`src/rtl/gyro_rx_pkg.sv`:
```
// gyro_rx_pkg
// Shared constants and state encodings for the gyro telemetry receiver.
//   SYNC_BYTE    frame trailer / hunt pattern (8'h55)
//   PAYLOAD_LEN  axis bytes per frame (x lo/hi, y lo/hi, z lo/hi)
//   TRAILER_LEN  trailer bytes per frame
//   byte_state_t   UART byte FSM states
//   parser_state_t frame parser states
package gyro_rx_pkg;

  localparam logic [7:0] SYNC_BYTE   = 8'h55;
  localparam int         PAYLOAD_LEN = 6;
  localparam int         TRAILER_LEN = 2;

  typedef enum logic [2:0] {IDLE, START, DATA, STOP, BREAK} byte_state_t;
  typedef enum logic [1:0] {HUNT, PAYLOAD, TRAILER}         parser_state_t;

endpackage

```
`src/rtl/uart_rx_core.sv`:
```
// uart_rx_core
// 8N1 UART byte receiver (LSB first): 2-flop synchronizer, bit timer, byte FSM.
// Ports:
//   clk        in   system clock, rising edge
//   reset      in   asynchronous, active-low reset
//   rx         in   serial line, idles high, asynchronous to clk
//   byte_data  out  last good byte
//   byte_valid out  1-cycle pulse when byte_data is updated
//   frame_err  out  1-cycle pulse when a stop bit is sampled low
// Parameter CLKS_PER_BIT: clk cycles per UART bit (>= 4).
import gyro_rx_pkg::*;

module uart_rx_core #(
  parameter int CLKS_PER_BIT = 868
) (
  input  logic       clk,
  input  logic       reset,
  input  logic       rx,
  output logic [7:0] byte_data,
  output logic       byte_valid,
  output logic       frame_err
);

  localparam int TW = $clog2(CLKS_PER_BIT);
  // The timer counts down and expires at zero, so loads are one less than
  // the wanted interval.
  localparam logic [TW-1:0] HALF_LOAD = TW'(CLKS_PER_BIT / 2 - 1);
  localparam logic [TW-1:0] FULL_LOAD = TW'(CLKS_PER_BIT - 1);

  logic          rx_meta, rx_sync, rx_d;
  byte_state_t   state;
  logic [TW-1:0] timer;
  logic [2:0]    bit_idx;
  logic [7:0]    shreg;
  logic          tick;

  assign tick = (timer == '0);

  always_ff @(posedge clk or negedge reset) begin
    if (!reset) begin
      rx_meta    <= 1'b1;
      rx_sync    <= 1'b1;
      rx_d       <= 1'b1;
      state      <= IDLE;
      timer      <= '0;
      bit_idx    <= '0;
      byte_data  <= '0;
      byte_valid <= 1'b0;
      frame_err  <= 1'b0;
    end else begin
      rx_meta    <= rx;
      rx_sync    <= rx_meta;
      rx_d       <= rx_sync;
      byte_valid <= 1'b0;
      frame_err  <= 1'b0;
      if (!tick) timer <= timer - 1'b1;
      case (state)
        IDLE: begin
          if (rx_d && !rx_sync) begin
            state <= START;
            timer <= HALF_LOAD;
          end
        end
        START: begin
          if (tick) begin
            // A line that is high again at mid start bit was only a glitch.
            if (!rx_sync) begin
              state   <= DATA;
              timer   <= FULL_LOAD;
              bit_idx <= '0;
            end else begin
              state <= IDLE;
            end
          end
        end
        DATA: begin
          if (tick) begin
            timer   <= FULL_LOAD;
            bit_idx <= bit_idx + 1'b1;
            if (bit_idx == 3'd7) state <= STOP;
          end
        end
        STOP: begin
          if (tick) begin
            if (rx_sync) begin
              byte_data  <= shreg;
              byte_valid <= 1'b1;
              state      <= IDLE;
            end else begin
              frame_err <= 1'b1;
              state     <= BREAK;
            end
          end
        end
        BREAK: begin
          // Held-low line: stay here so only one frame_err is reported.
          if (rx_sync) state <= IDLE;
        end
        default: state <= IDLE;
      endcase
    end
  end

  // Data shift register carries no reset; it is only read after 8 shifts.
  always_ff @(posedge clk) begin
    if (state == DATA && tick) shreg <= {rx_sync, shreg[7:1]};
  end

endmodule

```
`src/rtl/gyro_packet_rx.sv`:
```
// gyro_packet_rx
// UART receiver and frame parser for the gyro telemetry stream. Frames are
// {x lo, x hi, y lo, y hi, z lo, z hi, 55, 55}; axis outputs update only on
// a complete, correctly trailed frame.
// Ports:
//   clk, reset (async active-low), rx (serial in)
//   byte_data/byte_valid   received byte and its pulse
//   x/y/z_axis_data        last committed axis values
//   frame_valid            pulse when the axis outputs update
//   synced                 high while locked to frame boundaries
//   frame_err              pulse on a low stop bit
//   sync_lost              pulse on a bad trailer byte
//   frame_err_cnt/sync_loss_cnt  saturating counters (GYRO_RX_STATS_EN only)
// Optional feature macro: GYRO_RX_STATS_EN.
import gyro_rx_pkg::*;

module gyro_packet_rx #(
  parameter int CLKS_PER_BIT = 868
) (
  input  logic        clk,
  input  logic        reset,
  input  logic        rx,
  output logic [7:0]  byte_data,
  output logic        byte_valid,
  output logic [15:0] x_axis_data,
  output logic [15:0] y_axis_data,
  output logic [15:0] z_axis_data,
  output logic        frame_valid,
  output logic        synced,
  output logic        frame_err,
  output logic        sync_lost
`ifdef GYRO_RX_STATS_EN
  ,
  output logic [7:0]  frame_err_cnt,
  output logic [7:0]  sync_loss_cnt
`endif
);

  localparam logic [2:0] LAST_PAYLOAD = 3'(PAYLOAD_LEN - 1);
  localparam logic [2:0] LAST_TRAILER = 3'(TRAILER_LEN - 1);

  parser_state_t state;
  logic [2:0]    idx;
  logic [7:0]    shadow [0:PAYLOAD_LEN-1];

  uart_rx_core #(.CLKS_PER_BIT(CLKS_PER_BIT)) u_core (
    .clk       (clk),
    .reset     (reset),
    .rx        (rx),
    .byte_data (byte_data),
    .byte_valid(byte_valid),
    .frame_err (frame_err)
  );

  // idx is the consecutive-55 count in HUNT and the byte position in
  // PAYLOAD/TRAILER.
  always_ff @(posedge clk or negedge reset) begin
    if (!reset) begin
      state       <= HUNT;
      idx         <= '0;
      synced      <= 1'b0;
      frame_valid <= 1'b0;
      sync_lost   <= 1'b0;
      x_axis_data <= '0;
      y_axis_data <= '0;
      z_axis_data <= '0;
    end else begin
      frame_valid <= 1'b0;
      sync_lost   <= 1'b0;
      if (frame_err) begin
        // Shadow contents are abandoned; they are overwritten before any commit.
        state  <= HUNT;
        idx    <= '0;
        synced <= 1'b0;
      end else if (byte_valid) begin
        case (state)
          HUNT: begin
            if (byte_data == SYNC_BYTE) begin
              if (idx == LAST_TRAILER) begin
                state  <= PAYLOAD;
                idx    <= '0;
                synced <= 1'b1;
              end else begin
                idx <= idx + 1'b1;
              end
            end else begin
              idx <= '0;
            end
          end
          PAYLOAD: begin
            if (idx == LAST_PAYLOAD) begin
              state <= TRAILER;
              idx   <= '0;
            end else begin
              idx <= idx + 1'b1;
            end
          end
          TRAILER: begin
            if (byte_data != SYNC_BYTE) begin
              sync_lost <= 1'b1;
              synced    <= 1'b0;
              state     <= HUNT;
              idx       <= '0;
            end else if (idx == LAST_TRAILER) begin
              x_axis_data <= {shadow[1], shadow[0]};
              y_axis_data <= {shadow[3], shadow[2]};
              z_axis_data <= {shadow[5], shadow[4]};
              frame_valid <= 1'b1;
              state       <= PAYLOAD;
              idx         <= '0;
            end else begin
              idx <= idx + 1'b1;
            end
          end
          default: begin
            state <= HUNT;
            idx   <= '0;
          end
        endcase
      end
    end
  end

  always_ff @(posedge clk) begin
    if (byte_valid && state == PAYLOAD) shadow[idx] <= byte_data;
  end

`ifdef GYRO_RX_STATS_EN
  always_ff @(posedge clk or negedge reset) begin
    if (!reset) begin
      frame_err_cnt <= '0;
      sync_loss_cnt <= '0;
    end else begin
      if (frame_err && frame_err_cnt != 8'hFF) frame_err_cnt <= frame_err_cnt + 8'd1;
      if (sync_lost && sync_loss_cnt != 8'hFF) sync_loss_cnt <= sync_loss_cnt + 8'd1;
    end
  end
`endif

endmodule
```
`config.mk`:
```
export PLATFORM = sky130hd
export DESIGN_NAME = gyro_packet_rx
export DESIGN_NICKNAME = d
export VERILOG_FILES = /design/src/rtl/gyro_rx_pkg.sv /design/src/rtl/uart_rx_core.sv /design/src/rtl/gyro_packet_rx.sv
export SDC_FILE = /design/constraint.sdc
export NUM_CORES = 1
export LEC_CHECK = 0
export ABC_CLOCK_PERIOD_IN_PS = 2800
export BUFFER_PORTS_ARGS = -buffer_cell sky130_fd_sc_hd__buf_2
export CAP_MARGIN = 25
export CORE_UTILIZATION = 40
export DETAILED_ROUTE_END_ITERATION = 7
export PLACE_DENSITY = 0.68
export REMOVE_ABC_BUFFERS = 1
export SYNTH_ARGS = -nofsm -noshare
export SYNTH_HDL_FRONTEND = slang
export SYNTH_HIERARCHICAL = 1
export SYNTH_SLANG_ARGS = --single-unit
export TNS_END_PERCENT = 30
```
`constraint.sdc`:
```
create_clock -name clk -period 2.8 [get_ports clk]
set_input_delay 0.14 -clock clk [delete_from_list [all_inputs] [get_ports clk]]
set_output_delay 0.14 -clock clk [all_outputs]
set_load 0.02 [all_outputs]
```
==> After elaboration in Yosys (flattened, before gate mapping) <==
Memories as Yosys holds them, arrays and structs flattened. A register that Yosys moved wholly into a read port is not among the register bits.
Cells that the tools add are included.
{ "word_totals": {"input_bits": 3, "memories": 1, "ff_bits": 45, "mem_bits_rw": 48, "elab_cells": 121, "output_inout_bits": 61} }
{ "mem_list": {"columns": ["memory", "words", "width", "rd", "rd_ports_with_merged_regs", "wr", "line", "source"], "rows": [
  ["shadow", 6, 8, 6, 6, 1, "gyro_packet_rx.sv:44", "logic [7:0] shadow [0:PAYLOAD_LEN-1];"]
]} }
{ "classes": {"n_reduce_logical": 22, "add_sub_neg": 3, "eq_ne": 22, "mux": 56, "bitwise_logic": 2} }
{ "ops": {"columns": ["op", "count"], "rows": [
  ["$mux W10", 5],
  ["$mux W3", 16],
  ["$pmux W10 S3", 1],
  ["$mux W1", 22],
  ["$pmux W3 S5", 1],
  ["$mux W2", 7],
  ["$ne A2 B1 Y1 const B", 6],
  ["$ne A3 B2 Y1 const B", 4],
  ["$logic_not A10 Y1", 1],
  ["$reduce_and A5 Y1", 2],
  ["$sub A10 B1 Y10 const B", 1],
  ["$eq A3 B3 Y1 const B", 3],
  ["$pmux W3 S3", 1],
  ["$eq A8 B7 Y1 const B", 1],
  ["$ne A8 B7 Y1 const B", 1],
  ["$logic_not A1 Y1", 7],
  ["$add A3 B1 Y3 const B", 2],
  ["$eq A3 B1 Y1 const B", 2],
  ["$eq A3 B2 Y1 const B", 2],
  ["$pmux W2 S3", 1],
  ["$pmux W3 S2", 1],
  ["$reduce_and A3 Y1", 2],
  ["$reduce_and A6 Y1", 1],
  ["$reduce_and A4 Y1", 1],
  ["10 further kinds", 14]
]} }

==> Longest topological paths before layout <==
Gate-level depths: netlist of the first run.
{ "depth": {"ltp_word": 6, "depth_mapped": 9, "ltp_nobuf": 9} }

==> By module <==
The synthesis of the first run kept the hierarchy.
{ "modules_own_cells": {"columns": ["mod", "area_per_inst_um2", "instances", "cells_each"], "rows": [
  ["gyro_packet_rx", 3893.7, 1, 214],
  ["uart_rx_core", 1691.6, 1, 145]
]} }

==> Least setup slack after synthesis of the first run <==
No wires, ideal clock.
{ "synth_timing": {"kind": "register to register", "startpoint": "register u_core.timer[6]", "endpoint": "register u_core.timer[0]", "arrival_time_ns": 2.261, "period_less_slack_ns": 2.401, "path_slack_ns": 0.399, "path_stages_with_launch": 8, "required_ns": 2.660, "setup_time_ns": 0.140, "cell_sequence": "dfrtp_1 -> or4_4 -> or4_4 -> ha_1 -> nand2_1 -> o31ai_1 -> a211oi_1 -> o41ai_1"} }
{ "synth_via": {"elab_chain_cells": 5, "elab_cells_between_ends": 7, "cone_classes": "6 x mux; 1 x reduce/logical"} }
{ "synth_rtl": {"columns": ["item", "line", "source"], "rows": [
  ["start: declaration", "uart_rx_core.sv:32", "logic [TW-1:0] timer;"],
  ["start signal: assignment", "uart_rx_core.sv:56", "if (!tick) timer <= timer - 1'b1;"],
  ["$logic_not A10 Y1 *", "uart_rx_core.sv:37", "assign tick = (timer == '0);"],
  ["$mux W10", "uart_rx_core.sv:56", null],
  ["$mux W10", "uart_rx_core.sv:67", "if (!rx_sync) begin"],
  ["$mux W10", "uart_rx_core.sv:65", "if (tick) begin"],
  ["$pmux W10 S3 *", "uart_rx_core.sv:57", "case (state)"]
]} }
Mark *: on every way between the ends. The rest lies on a longest branch, timed or not.
A chain may end at the register's enable or synchronous reset.

==> Worst setup path in the final report of the first run <==
Ends and elaborated chain as after synthesis.

==> metrics, run 1 <==
unique cell type count in the Yosys netlist 56; Die Footprint roughly 14000 um^2; leak pwr 3.04 nW; Longest Clk Path Bufs 2; clk_lat worst skew between 0.4 and 0.5 ns; fin crit share 0.916; Peak Freq around 390 MHz; post-route ant nets 0; clock root cell clkbuf_16; reg2reg start u_core/timer[6]; unrepaired setup endpoints after global routing false; initial antenna violation count 0; Buffers on Ports 63; Initial Utilization 0.415; outcome finished clean; Critical Path, Cell by Cell or4_4 -> or4_4 -> ha_1 -> nand2_1 -> o31ai_1 -> a211oi_1 -> o41ai_1; antenna diode count 0; H-tree depth 4; worst hold margin between 0.15 and 0.2 ns; Hold WC Path Type in -> async; maxcap violations 0; core area ~13000 um^2; startpoint types flip-flop; largest net degree at the start of global routing 66; Overflow after GRT 0; drt drc 0; Post-synth EDFFs between 50 and 60; critical path class reg -> reg; Via density ~5.2; CP Data Arrival Time ~2.9 ns; worst endpoint required time around 3.1 ns; Setup Skew a little over 0.008 ns; Final setup viols 0; asr flop ratio synth 0.603; Worst Setup SP u_core/timer[6]; final hold viol count 0; WL final about 10000 um; cts bufs inserted 17; CTS tree done; Filler Cells Inserted 1171; Mapped Cells 359; Pre-Repair DR Iteration Count 5; initial drt markers between 200 and 250; vias approximately 3200; Syn Area/Cell 15.6 um^2; Seq/Total Area, Yosys 0.683; Most common cell on crit path or4_4; Rows 42; dpl hpwl around 6800 um; clock slew at reported path FFs about 0.060 ns; top-level port count 64; P&R area growth vs syn 21.3%; largest fanout on the critical path 6; Post-Layout Cell Count ~630; Worst R2R Path Depth 7; slew at the pin closest to its max-slew limit 0.742 ns; share of layout cells above drive strength 1 0.412; Tmin final ~2.6 ns; Critical Path End Type flip-flop; die width around 120 um; number of global-route vias before repair around 3300; Final #Nets about 450; placer congestion estimate ~0.84; CP max stage cell or4_4; Post-CTS Resized 0; wire per inst 16.4 um; die height 120 um; Mapped Area ~5600 um^2; first-pass GRT wire length 17100 um; Final Max Slew Viols 0; Max rail drop VDD between 0.4 and 0.5 mV; CP peak stage delay ~0.58 ns; setup TNS 0 ns; Primary FF master, synth dfrtp_1; Yosys warnings 6; #FFs+latches synth roughly 140; Slew HR 0.503; DP Cell Count ~600; overall track demand over capacity in global routing 0.158; # clock sinks around 140; Power Density 706 nW/um^2
-- Yosys cell counts, types with 2 or more instances --
library cell | count | share of area
clkbuf_1 | 5 | 0.0034
ha_1 | 4 | 0.0090
edfxtp_1 | 56 | 0.30
o21a_1 | 3 | 0.0040
and3_1 | 4 | 0.0045
nor3b_1 | 2 | 0.0027
nand2_1 | 7 | 0.0047
nor4_1 | 4 | 0.0045
or2_2 | 4 | 0.0045
or3b_2 | 3 | 0.0047
a41oi_1 | 2 | 0.0031
a311oi_1 | 3 | 0.0047
or4_1 | 2 | 0.0027
dfrtp_1 | 82 | 0.37
mux2_4 | 20 | 0.054
a21o_1 | 2 | 0.0027
dfstp_2 | 3 | 0.014
mux2_2 | 36 | 0.073
a21oi_1 | 7 | 0.0063
a22o_1 | 2 | 0.0031
or4_4 | 2 | 0.0040
a31oi_1 | 2 | 0.0022
o41ai_1 | 2 | 0.0031
inv_1 | 8 | 0.0054
a211oi_1 | 5 | 0.0067
nor2b_1 | 5 | 0.0056
nand3b_1 | 3 | 0.0040
nor4bb_1 | 2 | 0.0036
nand3_1 | 9 | 0.0081
nand2b_1 | 6 | 0.0067
o21ai_0 | 9 | 0.0081
mux2i_1 | 2 | 0.0036
or3_1 | 3 | 0.0034
nor4b_1 | 3 | 0.0047
buf_6 | 3 | 0.0060
nor3_1 | 5 | 0.0045
nor2_1 | 10 | 0.0067
buf_2 | 11 | 0.0099
-- where the power goes --
part | leakage [nW] | switching (W) | internal [W] | total (W)
logic | 1.22 | 0.000191 | 0.000176 | 0.000367
clock network | 0.265 | 0.000849 | 0.00124 | 0.00209
registers | 1.56 | 0.000103 | 0.00222 | 0.00232
total | 3.04 | 0.00114 | 0.00364 | 0.00478
-- layout by cell type, fill, tap and decap left out, types with 4 or more instances in the layout --
| master | n |
|---|---|
| o21ai_0 | 9 |
| mux2_4 | 20 |
| mux2_2 | 36 |
| dfrtp_1 | 82 |
| nand2_1 | 7 |
| ha_1 | 4 |
| a21oi_1 | 7 |
| edfxtp_1 | 56 |
| nand2b_1 | 6 |
| nor3_1 | 5 |
| and3_1 | 4 |
| or2_2 | 4 |
| nor2b_1 | 5 |
| clkbuf_16 | 17 |
| inv_1 | 8 |
| buf_2 | 62 |
| a211oi_1 | 5 |
| nand3_1 | 9 |
| clkinvlp_4 | 4 |
| nor2_1 | 10 |
| buf_4 | 15 |
-- worst paths after layout --
| kind | endpoint | slack (ns) |
|---|---|---|
| hold reg to reg | u_core/rx_sync | 0.36 |
| hold / removal | y_axis_data[0] | 0.15 |
| max in group asynchronous | u_core/rx_meta | 1.99 |
| min in group clk | u_core/rx_sync | 0.36 |
| setup reg to reg | u_core/timer[0] | 0.24 |
| setup / recovery | u_core/timer[0] | 0.24 |
-- per-layer routing --
layer	global-route usage	vias up	wire, um
li1	-	1509	-
met1	0.194	1637	4470
met2	0.252	79	5090
met3	0.0456	19	514
met4	0.0820	0	239
met5	0	-	0
-- critical path, delay by kind of cell (launching register included) --
kind            cells  cell delay (ns)
compound gates      3             0.43
fa+ha+maj           1             0.34
flops               1             0.43
simple gates        3             1.22
-- what timing repair did --
action,4_1_cts,5_1_grt
endpoints found under the setup margin,0,0
hold endpoints to repair,83,0
buffers inserted,0,0
hold buffers,2,0
-- stage by stage --
stage,area (um^2),setup slack (ns),util,power (W)
finish,6780,0.235,0.504,0.00478
global route,6780,0.136,0.504,0.00497
CTS,6780,0.267,0.504,0.00483
detailed placement,6200,0.283,0.461,0.00272
global placement,6170,0.299,0.459,0.00270
floorplan,5470,-0.599,-,0.00260
-- cell families after synthesis --
logic type | share of synthesized area
flip-flops | 0.683
multiplexers | 0.132
AO/OA/AOI/OAI | 0.0542
adder cells (fa/ha/maj) | 0.00896
AND/OR/NAND/NOR | 0.0939
buffers and inverters | 0.0253
XOR/XNOR | 0.00314
-- registers in the layout, summed over array words and instances (netlist names), 2 cells and up --
name	cells
shadow	48
x_axis_data	16
y_axis_data	16
z_axis_data	16
u_core/timer	10
u_core/byte_data	8
u_core/shreg	8
idx	3
u_core/bit_idx	3
u_core/state	3
state	2
-- layout make-up --
class / instances / area, um^2 / share of cell area
inverters: 8 / 30.0 / 0.00443
repair buffers: 81 / 490 / 0.0724
clock buffers: 19 / 443 / 0.0653
flip-flops and latches: 141 / 3810 / 0.562
clock inverters: 13 / 116 / 0.0172
well taps: 176 / 220 / 0.0325
multi-input cells: 190 / 1670 / 0.246
No activity file was read; power rests on OpenSTA's default activity.
==> run 2, diff against run 1 <==
CORE_ASPECT_RATIO = 1.75   (was unset)
==> metrics, run 2 (same netlist as run 1, synthesis figures left out) <==
Post-CTS Setup Bufs 0 (unchanged); largest fanout on the critical path 6 (unchanged); Peak Freq 379 MHz (was 390 MHz); drt drc 0 (unchanged); Via density 5.23 (was 5.17); P&R area growth vs syn 21.8% (was 21.3%); setup TNS 0 ns (unchanged); Longest Clk Path Bufs 2 (unchanged); commonest cells after routing, fill and taps aside 82 x dfrtp_1, 62 x buf_2, 56 x edfxtp_1, 36 x mux2_2 (was 82 x dfrtp_1, 62 x buf_2, 56 x edfxtp_1, 36 x mux2_2, 20 x mux2_4); Hold WC Path Type in -> async (unchanged); Slew HR 0.527 (was 0.503); Initial Utilization 0.413 (was 0.415); clock slew at reported path FFs 0.06 ns (about the same); register with the most flip-flops shadow (unchanged); # clock sinks 141 (unchanged); Critical Path, Cell by Cell or4_4 -> or4_4 -> ha_1 -> nand2_1 -> o31ai_1 -> a211oi_1 -> o41ai_1 (unchanged); unrepaired setup endpoints after global routing false (unchanged); Filler Cells Inserted 1121 (was 1171); area of the multi-input gates 1650 um^2 (was 1670 um^2); H-tree depth 4 (unchanged); outcome finished clean (unchanged); CP max stage cell or4_4 (unchanged); clk_lat worst skew 0.41 ns (was 0.42 ns); R2R setup slack 0.16 ns (was 0.24 ns); wire per inst 17.2 um (was 16.4 um); Post-Layout Cell Count 625 (was 628); cts bufs inserted 17 (unchanged); Tmin final 2.64 ns (was 2.56 ns); critical path class reg -> reg (unchanged); Buffers on Ports 63 (unchanged); Final setup viols 0 (unchanged); CP peak stage delay 0.57 ns (was 0.58 ns); Final Max Slew Viols 0 (unchanged); die width 91.3 um (was 120 um); initial drt markers 166 (was 215); die height 158 um (was 120 um); Pre-Repair DR Iteration Count 4 (was 5); hold_buf cts 2 (unchanged); overall track demand over capacity in global routing 0.163 (was 0.158); post-route ant nets 0 (unchanged); WL final 10800 um (was 10300 um); Final #Nets 445 (was 446); Reg area 3810 um^2 (unchanged); max FFs per register 48 (unchanged); Max rail drop VDD 0.449 mV (was 0.430 mV); Most common cell on crit path or4_4 (unchanged); Critical Path End Type flip-flop (unchanged); most common cell after layout, fill and taps aside dfrtp_1 (unchanged); top-level port count 64 (unchanged); DP Cell Count 591 (was 594); Rows 56 (was 42); reg2reg start u_core/timer[6] (unchanged); Worst R2R Path Depth 7 (unchanged); clock root cell clkbuf_16 (unchanged); vias 3267 (was 3244); slew at the pin closest to its max-slew limit 0.709 ns (was 0.742 ns); core area 13500 um^2 (about the same); largest net degree at the start of global routing 49 (was 66); first-pass GRT wire length 17900 um (was 17100 um); fin crit share 0.943 (was 0.916); maxcap violations 0 (unchanged); Power Density 739 nW/um^2 (was 706 nW/um^2); leak pwr 3.06 nW (was 3.04 nW); share of layout cells above drive strength 1 0.404 (was 0.412); Post-CTS Resized 0 (unchanged); Overflow after GRT 0 (unchanged); CTS tree done (unchanged); worst endpoint required time 3.07 ns (was 3.08 ns); Setup Skew 0.0153 ns (was 0.00822 ns); dpl hpwl 7390 um (was 6790 um); antenna diode count 0 (unchanged); Design Power 0.00503 W (was 0.00478 W); placer congestion estimate 0.856 (was 0.836); initial antenna violation count 0 (unchanged); Die Footprint 14500 um^2 (was 14400 um^2); number of global-route vias before repair 3485 (was 3348); Final Util 0.503 (was 0.504); CP Data Arrival Time 2.91 ns (was 2.85 ns); R2R Path End u_core/timer[0] (unchanged); startpoint types flip-flop (unchanged); final hold viol count 0 (unchanged)
## run 2: final cells by class
cell class	instances	area share
Inverter	8	0.00442
Timing Repair Buffer	80	0.0681
Sequential cell	141	0.561
Multi-Input combinational cell	190	0.242
Clock inverter	10	0.0182
Tap cell	174	0.0320
Clock buffer	22	0.0747
## run 2: metal layers
layer / vias up / wire, um / GRT usage
li1: 1498 / - / -
met1: 1671 / 4080 / 0.171
met2: 85 / 6230 / 0.308
met3: 13 / 334 / 0.0382
met4: 0 / 123 / 0.0703
met5: - / 0 / 0
## run 2: worst max path at each step
| stage | startpoint | end | slack (ns) | cells after the start |
|---|---|---|---|---|
| floorplan | u_core/byte_data[6] | x_axis_data[0] | -0.60 | 3 |
| global placement | u_core/timer[6] | u_core/timer[0] | 0.31 | 7 |
| detailed placement | u_core/timer[6] | u_core/timer[0] | 0.27 | 7 |
| CTS | u_core/timer[6] | u_core/timer[0] | 0.23 | 7 |
| global route | u_core/timer[6] | u_core/timer[0] | 0.12 | 7 |
| finish | u_core/timer[6] | u_core/timer[0] | 0.16 | 7 |
## run 2: where the power goes
group          switching, W  total (W)  internal [W]
Sequential         0.000101    0.00232       0.00222
Clock              0.000846    0.00233       0.00148
Combinational      0.000205   0.000380      0.000176
## run 2: stage by stage
step / hold WS [ns] / instance area (um^2) / setup slack (ns)
4_1_cts: 0.282 / 6800 / 0.231
2_1_floorplan: -0.156 / 5470 / -0.599
6_report: 0.262 / 6800 / 0.159
3_5_place_dp: 0.178 / 6150 / 0.271
5_1_grt: 0.307 / 6800 / 0.120
3_3_place_gp: 0.167 / 6150 / 0.315
## run 2: critical path: cells and delay by family, from the launching register on
family | cells | cell delay, ns
flip-flops | 1 | 0.43
AO/OA/AOI/OAI | 3 | 0.48
adder cells (fa/ha/maj) | 1 | 0.35
AND/OR/NAND/NOR | 3 | 1.24
==> run 3, diff against run 2 <==
RECOVER_POWER = 100   (was unset)
==> metrics, run 3 (same netlist as run 1, synthesis figures left out) <==
Initial Utilization 0.413 (unchanged); die width 91.3 um (unchanged); Setup Skew 0.0119 ns (was 0.0153 ns); global route hottest layer met2 (unchanged); core area 13500 um^2 (unchanged); Post-CTS Resized 0 (unchanged); outcome finished clean (unchanged); # clock sinks 141 (unchanged); CP Data Arrival Time 2.90 ns (was 2.91 ns); Final #Nets 445 (unchanged); largest fanout on the critical path 6 (unchanged); leak pwr 2.69 nW (was 3.06 nW); drt drc 0 (unchanged); CTS tree done (unchanged); dpl hpwl 7390 um (unchanged); Final Max Slew Viols 0 (unchanged); CP max stage cell or4_1 (was or4_4); Buffers on Ports 63 (unchanged); Hold WC Path Type reg -> reg (was in -> async); worst endpoint required time 3.07 ns (about the same); post-route ant nets 0 (unchanged); H-tree depth 4 (unchanged); number of global-route vias before repair 3485 (unchanged); clock slew at reported path FFs 0.06 ns (about the same); startpoint types flip-flop (unchanged); maxcap violations 0 (unchanged); Post-CTS Setup Bufs 0 (unchanged); most common cell after layout, fill and taps aside dfrtp_1 (unchanged); CP delay by family, top simple AND/OR/NAND/NOR gates (unchanged); share of layout cells above drive strength 1 0.191 (was 0.404); placer congestion estimate 0.856 (unchanged); Critical Path, Cell by Cell or4_1 -> or4_4 -> ha_1 -> nand2_1 -> o31ai_1 -> a211oi_1 -> o41ai_1 (was or4_4 -> or4_4 -> ha_1 -> nand2_1 -> o31ai_1 -> a211oi_1 -> o41ai_1); Die Footprint 14500 um^2 (unchanged); Critical Path End Type flip-flop (unchanged); met3 Track Usage GR 0.0382 (unchanged); first-pass GRT wire length 17900 um (unchanged); initial antenna violation count 0 (unchanged); max FFs per register 48 (unchanged); commonest cells after routing, fill and taps aside 82 x dfrtp_1, 73 x clkbuf_1, 56 x edfxtp_1, 36 x mux2_2, 21 x mux2_1 (was 82 x dfrtp_1, 62 x buf_2, 56 x edfxtp_1, 36 x mux2_2); unrepaired setup endpoints after global routing false (unchanged); wire per inst 17.3 um (was 17.2 um); Slew HR 0.276 (was 0.527); Rows 56 (unchanged); Overflow after GRT 0 (unchanged); Tmin final 2.62 ns (was 2.64 ns); cts bufs inserted 17 (unchanged); die height 158 um (unchanged); hold_buf cts 2 (unchanged); met2 Use GR 0.308 (unchanged); fin crit share 0.937 (was 0.943); final instance area 6570 um^2 (was 6800 um^2); Pre-Repair DR Iteration Count 5 (was 4); Design Power 0.00501 W (was 0.00503 W); top-level port count 64 (unchanged); vias 3219 (was 3267); initial drt markers 155 (was 166); clk_lat worst skew 0.41 ns (about the same); critical path class reg -> reg (unchanged); Power Density 763 nW/um^2 (was 739 nW/um^2); Post-Layout Cell Count 625 (unchanged); final hold viol count 0 (unchanged); P&R area growth vs syn 17.6% (was 21.8%); CP peak stage delay 0.59 ns (was 0.57 ns); largest net degree at the start of global routing 49 (unchanged); slew at the pin closest to its max-slew limit 1.09 ns (was 0.709 ns); Peak Freq 381 MHz (was 379 MHz); WL final 10800 um (about the same); clock root cell clkbuf_16 (unchanged); register with the most flip-flops shadow (unchanged); Final setup viols 0 (unchanged); DP Cell Count 591 (unchanged); Max rail drop VDD 0.444 mV (was 0.449 mV); DP Area 6150 um^2 (unchanged); dpl ws 0.271 ns (unchanged); antenna diode count 0 (unchanged); Final Worst Setup Slack 0.176 ns (was 0.159 ns); CP Buf/Inv Count 0 (unchanged); M1 GR Usage 0.171 (unchanged); Longest Clk Path Bufs 2 (unchanged); overall track demand over capacity in global routing 0.163 (unchanged); Via density 5.15 (was 5.23)
==> run 3: cell types whose count changed in the layout (fill, tap and decap cells not counted), sizes merged <==
cell    previous run  this run
buf               78         4
clkbuf            22        96
==> run 3: worst paths after layout <==
path | start | slack, ns | endpoint | cells after the start
hold / removal | u_core/rx_meta | 0.37 | u_core/rx_sync | 0
max in group asynchronous | reset | 0.70 | z_axis_data[3] | 3
setup / recovery | u_core/timer[6] | 0.18 | u_core/timer[0] | 7
hold reg to reg | u_core/rx_meta | 0.37 | u_core/rx_sync | 0
setup reg to reg | u_core/timer[6] | 0.18 | u_core/timer[0] | 7
min in group asynchronous | reset | 0.46 | u_core/timer[1] | 2
==> run 3: cell type report <==
cell class	count	area [um^2]
inverter	8	30.0
fill	1192	6950
multi-input combinational	190	1550
tap	174	218
sequential	141	3810
clock buffer	22	508
timing repair buffer	80	332
clock inverter	10	124
==> run 3: layer usage <==
layer  share of wire  vias to the layer above
met3           0.032                       12
met5               0                        -
met4           0.012                        0
li1                -                     1498
met1            0.38                     1641
met2            0.57                       68
==> run 3: metrics by stage <==
step,utilization,hold slack (ns),TNS (ns)
after floorplan,-,-0.156,-28.69
after global placement,0.455,0.167,0
after detailed placement,0.455,0.178,0
after CTS,0.503,0.282,0
after global routing,0.486,0.369,0
final,0.486,0.365,0
==> run 3: report_power, final <==
group,switching [W],internal (W),total (W),leakage (nW)
clock network,0.000844,0.00148,0.00233,0.303
registers,0.0000982,0.00222,0.00232,1.56
logic,0.000201,0.000168,0.000369,0.825
